## config.mk

```make
export PLATFORM = sky130hd
export DESIGN_NAME = uart_byte_rx
export DESIGN_NICKNAME = d
export VERILOG_FILES = /design/src/rtl/uart_byte_rx.sv
export SDC_FILE = /design/constraint.sdc
export NUM_CORES = 1
export LEC_CHECK = 0
export CAP_MARGIN = 20
export CORE_MARGIN = 5
export CORE_UTILIZATION = 63
export CTS_BUF_LIST = sky130_fd_sc_hd__clkbuf_4 sky130_fd_sc_hd__clkbuf_8
export DETAILED_ROUTE_END_ITERATION = 12
export GPL_ROUTABILITY_DRIVEN = 0
export PLACE_DENSITY_LB_ADDON = 0.15
export SKIP_CTS_REPAIR_TIMING = 1
export SLEW_MARGIN = 15
export SYNTH_ARGS = -nofsm -noshare
export SYNTH_HDL_FRONTEND = slang
export SYNTH_SLANG_ARGS = --single-unit
```

## constraint.sdc

```tcl
create_clock -name clk -period 3.46 [get_ports clk]
set_input_delay 0.346 -clock clk [delete_from_list [all_inputs] [get_ports clk]]
set_output_delay 0.346 -clock clk [all_outputs]
set_load 0.1 [all_outputs]
```

## src/rtl/uart_byte_rx.sv

```systemverilog
// 8N1 UART byte receiver with synchronised rx line, framing checks and break lockout.
// Define UART_RX_PARITY_EN to receive 8E1 frames with parity checking.
module uart_byte_rx #(
  parameter int CLKS_PER_BIT = 868,
  parameter int SYNC_STAGES  = 2
) (
  input  logic       clk,
  input  logic       rst,
  input  logic       rx_in,
  output logic [7:0] byte_out,
  output logic       valid_out,
  output logic       frame_error,
  output logic       parity_error,
  output logic       busy
);

  localparam int CW = $clog2(CLKS_PER_BIT);
  localparam logic [CW-1:0] BIT_LAST  = CW'(CLKS_PER_BIT - 1);
  localparam logic [CW-1:0] HALF_LAST = CW'(CLKS_PER_BIT / 2 - 1);

  typedef enum logic [2:0] {
    ST_IDLE,
    ST_START,
    ST_DATA,
`ifdef UART_RX_PARITY_EN
    ST_PARITY,
`endif
    ST_STOP,
    ST_BREAK
  } state_t;

  state_t state, state_next;

  logic [SYNC_STAGES-1:0] sync;
  logic                   rx_s;
  logic [CW-1:0]          cnt;
  logic [2:0]             bit_idx;
  logic [7:0]             shreg;
  logic                   par_ok;

  always_ff @(posedge clk or posedge rst) begin
    if (rst) sync <= '1;
    else     sync <= {sync[SYNC_STAGES-2:0], rx_in};
  end

  assign rx_s = sync[SYNC_STAGES-1];

`ifdef UART_RX_PARITY_EN
  logic par_bit;

  // Even parity: data bits and parity bit together XOR to zero.
  assign par_ok = ~(^{shreg, par_bit});

  always_ff @(posedge clk or posedge rst) begin
    if (rst)                                    par_bit <= 1'b0;
    else if (state == ST_PARITY && cnt == BIT_LAST) par_bit <= rx_s;
  end
`else
  assign par_ok = 1'b1;
`endif

  always_ff @(posedge clk or posedge rst) begin
    if (rst) state <= ST_IDLE;
    else     state <= state_next;
  end

  always_comb begin
    state_next = state;
    unique case (state)
      ST_IDLE:  if (!rx_s) state_next = ST_START;
      ST_START: if (cnt == HALF_LAST) state_next = rx_s ? ST_IDLE : ST_DATA;
      ST_DATA:
        if (cnt == BIT_LAST && bit_idx == 3'd7) begin
`ifdef UART_RX_PARITY_EN
          state_next = ST_PARITY;
`else
          state_next = ST_STOP;
`endif
        end
`ifdef UART_RX_PARITY_EN
      ST_PARITY: if (cnt == BIT_LAST) state_next = ST_STOP;
`endif
      // Leaving STOP at mid-bit gives half a bit of margin to catch the next start edge.
      ST_STOP:  if (cnt == BIT_LAST) state_next = rx_s ? ST_IDLE : ST_BREAK;
      ST_BREAK: if (rx_s) state_next = ST_IDLE;
      default:  state_next = ST_IDLE;
    endcase
  end

  always_comb begin
    busy = (state != ST_IDLE);
  end

  always_ff @(posedge clk or posedge rst) begin
    if (rst) begin
      cnt          <= '0;
      bit_idx      <= '0;
      shreg        <= '0;
      byte_out     <= '0;
      valid_out    <= 1'b0;
      frame_error  <= 1'b0;
      parity_error <= 1'b0;
    end else begin
      valid_out    <= 1'b0;
      frame_error  <= 1'b0;
      parity_error <= 1'b0;
      unique case (state)
        ST_START: begin
          if (cnt == HALF_LAST) begin
            cnt     <= '0;
            bit_idx <= '0;
          end else begin
            cnt <= cnt + CW'(1);
          end
        end
        ST_DATA: begin
          if (cnt == BIT_LAST) begin
            cnt     <= '0;
            shreg   <= {rx_s, shreg[7:1]};
            bit_idx <= bit_idx + 3'd1;
          end else begin
            cnt <= cnt + CW'(1);
          end
        end
`ifdef UART_RX_PARITY_EN
        ST_PARITY: begin
          if (cnt == BIT_LAST) cnt <= '0;
          else                 cnt <= cnt + CW'(1);
        end
`endif
        ST_STOP: begin
          if (cnt == BIT_LAST) begin
            cnt <= '0;
            if (!rx_s) begin
              frame_error <= 1'b1;
            end else if (par_ok) begin
              valid_out <= 1'b1;
              byte_out  <= shreg;
            end else begin
              parity_error <= 1'b1;
            end
          end else begin
            cnt <= cnt + CW'(1);
          end
        end
        default: cnt <= '0;
      endcase
    end
  end

endmodule
```

==> results of run 1 <==
## cells in the mapped netlist
library cell  instances
or4b_1                1
and2_1                1
and3_4                2
a2bb2oi_2             1
mux2_2                2
or3_1                 1
nand2b_1              2
a31oi_1               1
nand3_1               6
clkbuf_1              1
nor3b_2               1
mux2_4               15
dfrtp_1              34
conb_1                1
and3_1                2
nand2_1               5
a21o_1                2
a21oi_1               3
inv_1                 5
dfstp_2               2
nand4_1               4
buf_4                 1
and4bb_1              2
ha_1                  4
buf_6                 3
nor2_1               16
a211oi_1              1
a22o_1                2
xnor2_1               5
nor3_1                3
xor2_1                3
## cell type report
| cell class | instances | area, µm² | area share |
|---|---|---|---|
| Inverter | 5 | 18.8 | 0.0100 |
| Timing Repair Buffer | 14 | 138 | 0.0737 |
| Sequential cell | 36 | 903 | 0.484 |
| Clock buffer | 8 | 66.3 | 0.0355 |
| Multi-Input combinational cell | 86 | 704 | 0.377 |
| Tap cell | 30 | 37.5 | 0.0201 |
## flip-flops by register name, indices dropped and copies added (netlist names)
name,count
frame_error,1
byte_out,8
valid_out,1
sync,2
cnt,10
state,3
bit_idx,3
shreg,8
## logic make-up (layout without fill, tap and decap cells)
kind of cell / after synthesis / after routing / synth area share
AO/OA/AOI/OAI: 10 / 10 / 0.0457
flip-flops: 36 / 36 / 0.540
XOR/XNOR: 8 / 8 / 0.0419
other: 1 / 1 / 0.00224
adder cells (fa/ha/maj): 4 / 4 / 0.0299
multiplexers: 17 / 17 / 0.148
buffers and inverters: 10 / 27 / 0.0382
AND/OR/NAND/NOR: 46 / 46 / 0.153
## final timing paths
path | from | end | slack [ns] | depth (start not counted)
min in group asynchronous | rst | byte_out[2]$_DFFE_PP0P_ | 0.41 | 3
min reg2reg | sync[0]$_DFF_PP1_ | sync[1]$_DFF_PP1_ | 0.36 | 0
max | state[1]$_DFFE_PP0P_ | busy | 0.94 | 3
min | sync[0]$_DFF_PP1_ | sync[1]$_DFF_PP1_ | 0.36 | 0
max reg2reg | cnt[0]$_DFF_PP0_ | shreg[0]$_DFFE_PP0P_ | 1.46 | 5
max in group asynchronous | rst | sync[1]$_DFF_PP1_ | 2.69 | 3
## routing by layer
| layer | vias up | part of all wire | global-route usage |
|---|---|---|---|
| li1 | 489 | - | - |
| met1 | 511 | 0.42 | 0.182 |
| met2 | 29 | 0.50 | 0.288 |
| met3 | 6 | 0.058 | 0.0566 |
| met4 | 0 | 0.019 | 0.0697 |
| met5 | - | 0 | 0 |
## power groups by stage
stage	Clock (W)	Sequential, W	Combinational [W]
2_1_floorplan	0	0.000432	0.0000123
3_5_place_dp	0	0.000432	0.0000168
3_3_place_gp	0	0.000432	0.0000165
6_report	0.000244	0.000424	0.0000161
5_1_grt	0.000272	0.000424	0.0000181
4_1_cts	0.000253	0.000424	0.0000168
## worst register-to-register path, stage by stage (launching register included)
cell	delay (ns)
dfrtp_1	0.44
ha_1	0.26
and2_1	0.19
and3_1	0.30
and3_4	0.35
mux2_2	0.36
## through the flow
step / setup slack, ns / util / cell area [µm²] / power (W) / hold WS, ns
finish: 0.943 / 0.747 / 1870 / 0.000684 / 0.361
global route: 0.879 / 0.747 / 1870 / 0.000714 / 0.371
CTS: 0.927 / 0.747 / 1870 / 0.000693 / 0.361
detailed placement: 1.31 / 0.721 / 1800 / 0.000449 / 0.347
floorplan: 1.62 / - / 1670 / 0.000444 / 0.345
global placement: 1.36 / 0.721 / 1800 / 0.000448 / 0.347
==> out/metrics.yaml, run 1 <==
mostFrequentLayoutCells: "dfrtp_1 (34), nor2_1 (16), mux2_4 (15), clkdlybuf4s50_1 (13), clkbuf_4 (7)"
intPower_w: 0.000542
cp_max_fo: 9
grt_pass1_vias: 1029
synth_seq_cells: 36
grt_start_max_net_pins: 37
clockRootBuffer: "clkbuf_4"
synthTopCellsByArea: "dfrtp_1 (51%), mux2_4 (13%), nor2_1 (3.6%)"
finalSetupViolations: 0
placementRows: 18
synth.top_cell.area_share: 0.509
status: "complete, no violations"
ant_nets: 0
critPathLaunchType: "register"
crit_chain: "inv_1 > nand2_1 > clkdlybuf4s50_1"
cp_slowest_cell: "clkdlybuf4s50_1"
cts_sinks: 36
cp_slowest_stage_delay_ns: 1.13
synthesis.area_um2: 1670
nFillCells: 153
seq_power_share: 0.620
antenna_found_initial: 0
fin_crit_ns: 2.52
fin_nets: 155
die_area_um2: 3780
final-max-slew-violation-count: 0
cts_buffers: 5
p_clk_frac: 0.357
dp.cells: 171
final_cell_count_no_fill: 179
relSlewSlack: 0.338
io_buffers: 13
synth-seq-area-share: 0.540
final_common_cell: "dfrtp_1"
critical_path.top_delay_family: "buffers and inverters"
cp-end-kind: "output pin"
grt.overflow.total: 0
io_pins: 15
cts_tree: "yes"
hpwlAfterDp_mm: 1.89
timing.final.hold_violations: 0
syn2layout_area_growth_pct: 11.8
worst_ep_arrival_time_ns: 2.17
finalSetupTns_ns: 0
num_vias: 1035
fmax_mhz: 397
worst_slew_pin_slew_ns: 0.989
dr.pass1.iters: 4
syn_area_per_cell_um2: 12.7
hold_class: "register to register"
start_util: 0.669
switching_power_w: 0.000142
clock_latency_ns: 0.34
synth_top_area_cell: "dfrtp_1"
routed_wl_mm: 2.65
drt_iter0_drc: 30
synth_cell_types: 31
syn_inst: 132
viasPerCell: 5.78
grt_pass1_wl_mm: 4.46
grt_setup_unrepaired: "false"
synth_nets: 139
n_antenna_cell: 0
die_w_um: 61.5
clk_pin_slew_ns: 0.10
drive_gt1_frac: 0.215
p_leak_nw: 0.874
clockBufferDepth: 2
critical_path_buf_inv_count: 2
synth-warning-count: 0
p_per_area_nw_per_um2: 366
post-route-period-util: 0.727
power.share.combinational: 0.023
htreeDepth: 2
ir_drop_mv: 0.384
track_usage: 0.165
maxCapViolations: 0
switching_share: 0.208
crit_required_ns: 3.11
drc: 0
wire_per_inst_um: 14.8
design.core.area_um2: 2500
critical_path_class: "register to output pin"
finClkSkew_ns: 0.00740
fp.dieH_um: 61.5
Note: power is estimated with default switching activity, not from simulation.
==> run 2, diff against run 1 <==
--- a/config.mk
+++ b/config.mk
@@ -7,7 +7,7 @@
 export LEC_CHECK = 0
 export CAP_MARGIN = 20
 export CORE_MARGIN = 5
-export CORE_UTILIZATION = 63
+export CORE_UTILIZATION = 59
 export CTS_BUF_LIST = sky130_fd_sc_hd__clkbuf_4 sky130_fd_sc_hd__clkbuf_8
 export DETAILED_ROUTE_END_ITERATION = 12
 export GPL_ROUTABILITY_DRIVEN = 0
==> constraint.sdc (replaced) <==
create_clock -name clk -period 2.5 [get_ports clk]
set_input_delay 0.25 -clock clk [delete_from_list [all_inputs] [get_ports clk]]
set_output_delay 0.25 -clock clk [all_outputs]
set_load 0.1 [all_outputs]
==> run 2 against run 1 <==
  * Largest power group unchanged
  * Wire length grew 4.5%
  * Combinational power grew 37%
  * Hold slack lost 0.074 ns
  * Die area grew 5.7%
==> out/metrics.yaml, run 2 (same netlist as run 1, synthesis figures left out) <==
cp_slowest_stage_delay_ns: 0.44
die_area_um2: 4000
r2r_end: "shreg[0]$_DFFE_PP0P_"
ir_drop_mv: 0.534
drt_iter0_drc: 49
cp_slowest_cell: "dfrtp_1"
grt_start_max_net_pins: 37
hold_class: "input port to async pin"
grt_setup_unrepaired: "false"
total_power_w: 0.00107
p_leak_nw: 0.906
drc: 0
viasPerCell: 5.61
largestRegisters: "cnt: 10 flops, byte_out: 8 flops, shreg: 8 flops"
worst_slack_ns: 0.525
critical_path_buf_inv_count: 0
ant_nets: 0
place_area_um2: 1780
clockRootBuffer: "clkbuf_4"
status: "complete, no violations"
grt.overflow.total: 0
fp.dieH_um: 63.2
critical_path.top_delay_family: "simple AND/OR/NAND/NOR gates"
fin_nets: 155
post-place-ws_ns: 0.545
largest_register: "cnt"
start_util: 0.611
routed_wl_mm: 2.77
grt_pass1_wl_mm: 4.77
final-max-slew-violation-count: 0
clock_latency_ns: 0.35
die_w_um: 63.2
crit_required_ns: 2.74
cts_buffers: 5
placementRows: 19
worst_ep_arrival_time_ns: 2.22
finalSetupTns_ns: 0
r2r_slack_ns: 0.53
cp-end-kind: "register"
htreeDepth: 2
syn2layout_area_growth_pct: 11.9
fin_area_um2: 1870
drive_gt1_frac: 0.289
maxCapViolations: 0
io_buffers: 13
dr.pass1.iters: 4
critical_path_class: "register to register"
reg2reg_depth: 5
r2r_start: "cnt[0]$_DFF_PP0_"
io_pins: 15
cp_max_fo: 11
crit_chain: "ha_1 > and2_1 > and3_1 > and3_4 > mux2_2"
design.core.area_um2: 2730
post-route-period-util: 0.790
final_core_util: 0.684
track_usage: 0.155
cts_sinks: 36
critPathLaunchType: "register"
grt_pass1_vias: 1031
finClkSkew_ns: 0.0107
wire_per_inst_um: 15.4
num_vias: 1009
clockBufferDepth: 2
mostFrequentLayoutCells: "dfrtp_1 (34), nor2_1 (16), mux2_4 (15), buf_4 (12), nand3_1 (6)"
clk_pin_slew_ns: 0.11
fmax_mhz: 506
n_antenna_cell: 0
p_per_area_nw_per_um2: 570
hpwlAfterDp_mm: 1.92
timing.final.hold_violations: 0
cts_tree: "yes"
antenna_found_initial: 0
final_common_cell: "dfrtp_1"
finalSetupViolations: 0
fin_crit_ns: 1.97
largest_reg_flops: 10
[run 2: routing by layer]
layer,vias to the layer above,share of wire,wire length [µm],track usage
li1,484,-,-,-
met1,499,0.48,1320,0.190
met2,22,0.46,1270,0.235
met3,4,0.054,149,0.0675
met4,0,0.010,28,0.0701
met5,-,0,0,0
[run 2: worst reg2reg max path, stage by stage, from the launching register on]
cell     delay, ns
dfrtp_1       0.44
ha_1          0.25
and2_1        0.18
and3_1        0.30
and3_4        0.35
mux2_2        0.35
[run 2: stage by stage]
stage,instances,hold slack [ns]
after CTS,180,0.301
after global placement,172,0.347
final,180,0.287
after detailed placement,172,0.350
after global routing,180,0.303
after floorplan,132,0.254
[run 2: layout make-up]
type / count / area (µm²)
flip-flops and latches: 36 / 903
repair buffers: 14 / 110
well taps: 31 / 38.8
multi-input cells: 86 / 704
clock buffers: 7 / 65.1
clock inverters: 1 / 30.0
inverters: 5 / 18.8
fillers: 210 / 863
[run 2: worst max path at each step]
stage,start,endpoint,cells after the start
2_1_floorplan,cnt[0]$_DFF_PP0_,shreg[1]$_DFFE_PP0P_,7
3_3_place_gp,cnt[0]$_DFF_PP0_,shreg[0]$_DFFE_PP0P_,5
3_5_place_dp,cnt[0]$_DFF_PP0_,shreg[0]$_DFFE_PP0P_,5
4_1_cts,cnt[0]$_DFF_PP0_,shreg[0]$_DFFE_PP0P_,5
5_1_grt,cnt[0]$_DFF_PP0_,shreg[0]$_DFFE_PP0P_,5
6_report,cnt[0]$_DFF_PP0_,shreg[0]$_DFFE_PP0P_,5
[run 2: report_power, final]
group          internal [W]  switching [W]  leakage (nW)
Clock              0.000265       0.000191        0.0515
Combinational    0.00000431      0.0000178         0.373
Sequential         0.000585     0.00000173         0.481
Total              0.000855       0.000211         0.906
==> run 3, diff against run 2 <==
--- a/config.mk
+++ b/config.mk
@@ -7,7 +7,7 @@
 export LEC_CHECK = 0
 export CAP_MARGIN = 20
 export CORE_MARGIN = 5
-export CORE_UTILIZATION = 59
+export CORE_UTILIZATION = 53
 export CTS_BUF_LIST = sky130_fd_sc_hd__clkbuf_4 sky130_fd_sc_hd__clkbuf_8
 export DETAILED_ROUTE_END_ITERATION = 12
 export GPL_ROUTABILITY_DRIVEN = 0
==> constraint.sdc (replaced) <==
create_clock -name clk -period 1.75 [get_ports clk]
set_input_delay 0.175 -clock clk [delete_from_list [all_inputs] [get_ports clk]]
set_output_delay 0.175 -clock clk [all_outputs]
set_load 0.1 [all_outputs]
==> run 3 against run 2 <==
  * The flow now finishes with violations (setup timing)
  * Total power increased by 20%
  * Wire length increased by 2.4%
  * Register-to-register slack worse by 0.56 ns
  * Clock-buffer cell count down 1
  * Maximum frequency up 10%
  * Via count increased by 6.6%
  * Final area up 7.6%
  * Critical endpoint is now bit_idx[0]$_DFFE_PP0P_
  * Clock skew down 0.00051 ns
==> out/metrics.yaml, run 3 (same netlist as run 1, synthesis figures left out) <==
design.core.area_um2: 3030
ir_drop_mv: 0.389
place_area_um2: 1930
hold_class: "input port to async pin"
die_area_um2: 4380
grt.overflow.total: 0
grt_pass1_vias: 1100
placementRows: 20
top_layer: "met4"
r2r_slack_ns: -0.04
dp.cells: 200
post-route-period-util: 1.02
multi_input_area_um2: 732
clockBufferDepth: 2
ant_nets: 0
maxCapViolations: 0
p_per_area_nw_per_um2: 636
dr.pass1.iters: 4
clk_pin_slew_ns: 0.10
status: "finished with violations"
die_w_um: 66.2
nFillCells: 246
clock_latency_ns: 0.33
post-place-ws_ns: -0.0433
largest_register: "cnt"
fin_area_um2: 2010
final_common_cell: "dfrtp_1"
worst_ep_arrival_time_ns: 2.01
critical_path_class: "register to register"
regArea_um2: 903
cts_buffers: 5
met2_length_mm: 1.45
clockRootBuffer: "clkbuf_4"
r2r_end: "bit_idx[0]$_DFFE_PP0P_"
critical_path_buf_inv_count: 2
io_pins: 15
grt_pass1_wl_mm: 4.82
grt_setup_unrepaired: "true"
wire_per_inst_um: 13.5
mostFrequentLayoutCells: "dfrtp_1 (34), buf_4 (27), nor2_1 (15), mux2_4 (15)"
final-max-slew-violation-count: 0
critPathLaunchType: "register"
start_util: 0.552
cts_sinks: 36
total_power_w: 0.00128
cp_slowest_cell: "dfrtp_1"
cp_max_fo: 10
antenna_found_initial: 0
track_usage: 0.151
wl_met1_mm: 1.22
viasPerCell: 5.12
htreeDepth: 2
crit_required_ns: 1.97
finClkSkew_ns: 0.0102
fp.dieH_um: 66.2
io_buffers: 13
crit_chain: "buf_4 > ha_2 > and2_4 > and3_4 > and3_4 > buf_4 > mux2_2"
routed_wl_mm: 2.83
p_leak_nw: 0.985
timing.final.hold_violations: 0
fin_nets: 173
drive_gt1_frac: 0.392
cp-end-kind: "register"
reg2reg_depth: 7
route.met3.wl_um: 112
hpwlAfterDp_mm: 2.04
worst_slack_ns: -0.0372
fmax_mhz: 560
drc: 0
final_core_util: 0.665
critical_path.top_delay_family: "simple AND/OR/NAND/NOR gates"
syn2layout_area_growth_pct: 20.4
drt_iter0_drc: 30
grt_start_max_net_pins: 37
failed_checks: "setup timing"
n_antenna_cell: 0
cts_tree: "yes"
cp_slowest_stage_delay_ns: 0.41
finalSetupViolations: 3
largest_reg_flops: 10
num_vias: 1076
largestRegisters: "cnt: 10 flops, byte_out: 8 flops, shreg: 8 flops"
r2r_start: "cnt[1]$_DFF_PP0_"
fin_crit_ns: 1.79
final_cell_count_no_fill: 210
run 3: worst max path at each step:
stage,from,to,slack (ns),cells after the start
after floorplan,cnt[0]$_DFF_PP0_,shreg[1]$_DFFE_PP0P_,-0.03,7
after global placement,cnt[1]$_DFF_PP0_,bit_idx[0]$_DFFE_PP0P_,-0.004,6
after detailed placement,cnt[1]$_DFF_PP0_,bit_idx[0]$_DFFE_PP0P_,-0.04,6
after CTS,cnt[1]$_DFF_PP0_,bit_idx[0]$_DFFE_PP0P_,-0.06,6
after global routing,cnt[1]$_DFF_PP0_,bit_idx[0]$_DFFE_PP0P_,-0.17,6
final,cnt[1]$_DFF_PP0_,bit_idx[0]$_DFFE_PP0P_,-0.04,7
run 3: power by group:
group	internal, W	switching (W)
Clock	0.000163	0.000248
Sequential	0.000836	0.00000251
Combinational	0.00000616	0.0000253
run 3: area by class of cell:
| class | instances | area share |
|---|---|---|
| inverter | 5 | 0.00932 |
| multi-input combinational | 87 | 0.364 |
| clock buffer | 6 | 0.0224 |
| sequential | 36 | 0.449 |
| tap | 44 | 0.0273 |
| clock inverter | 1 | 0.00249 |
| timing repair buffer | 31 | 0.126 |
run 3: metal layers:
| metal | vias to the layer above | GRT usage |
|---|---|---|
| met5 | - | 0 |
| met3 | 4 | 0.0629 |
| met1 | 534 | 0.169 |
| li1 | 520 | - |
| met4 | 0 | 0.0863 |
| met2 | 18 | 0.240 |
run 3: worst register-to-register path: cells and delay by family (launching register included):
kind	cells	cell delay, ns
simple gates	3	0.56
flops	1	0.41
buf+inv	2	0.29
mux	1	0.25
fa+ha+maj	1	0.17
run 3: through the flow:
stage               TNS [ns]  hold WS [ns]
floorplan             -0.305         0.179
global placement    -0.00440         0.347
detailed placement   -0.0433         0.347
CTS                  -0.0574         0.225
global route           -1.13         0.203
finish               -0.0666         0.216
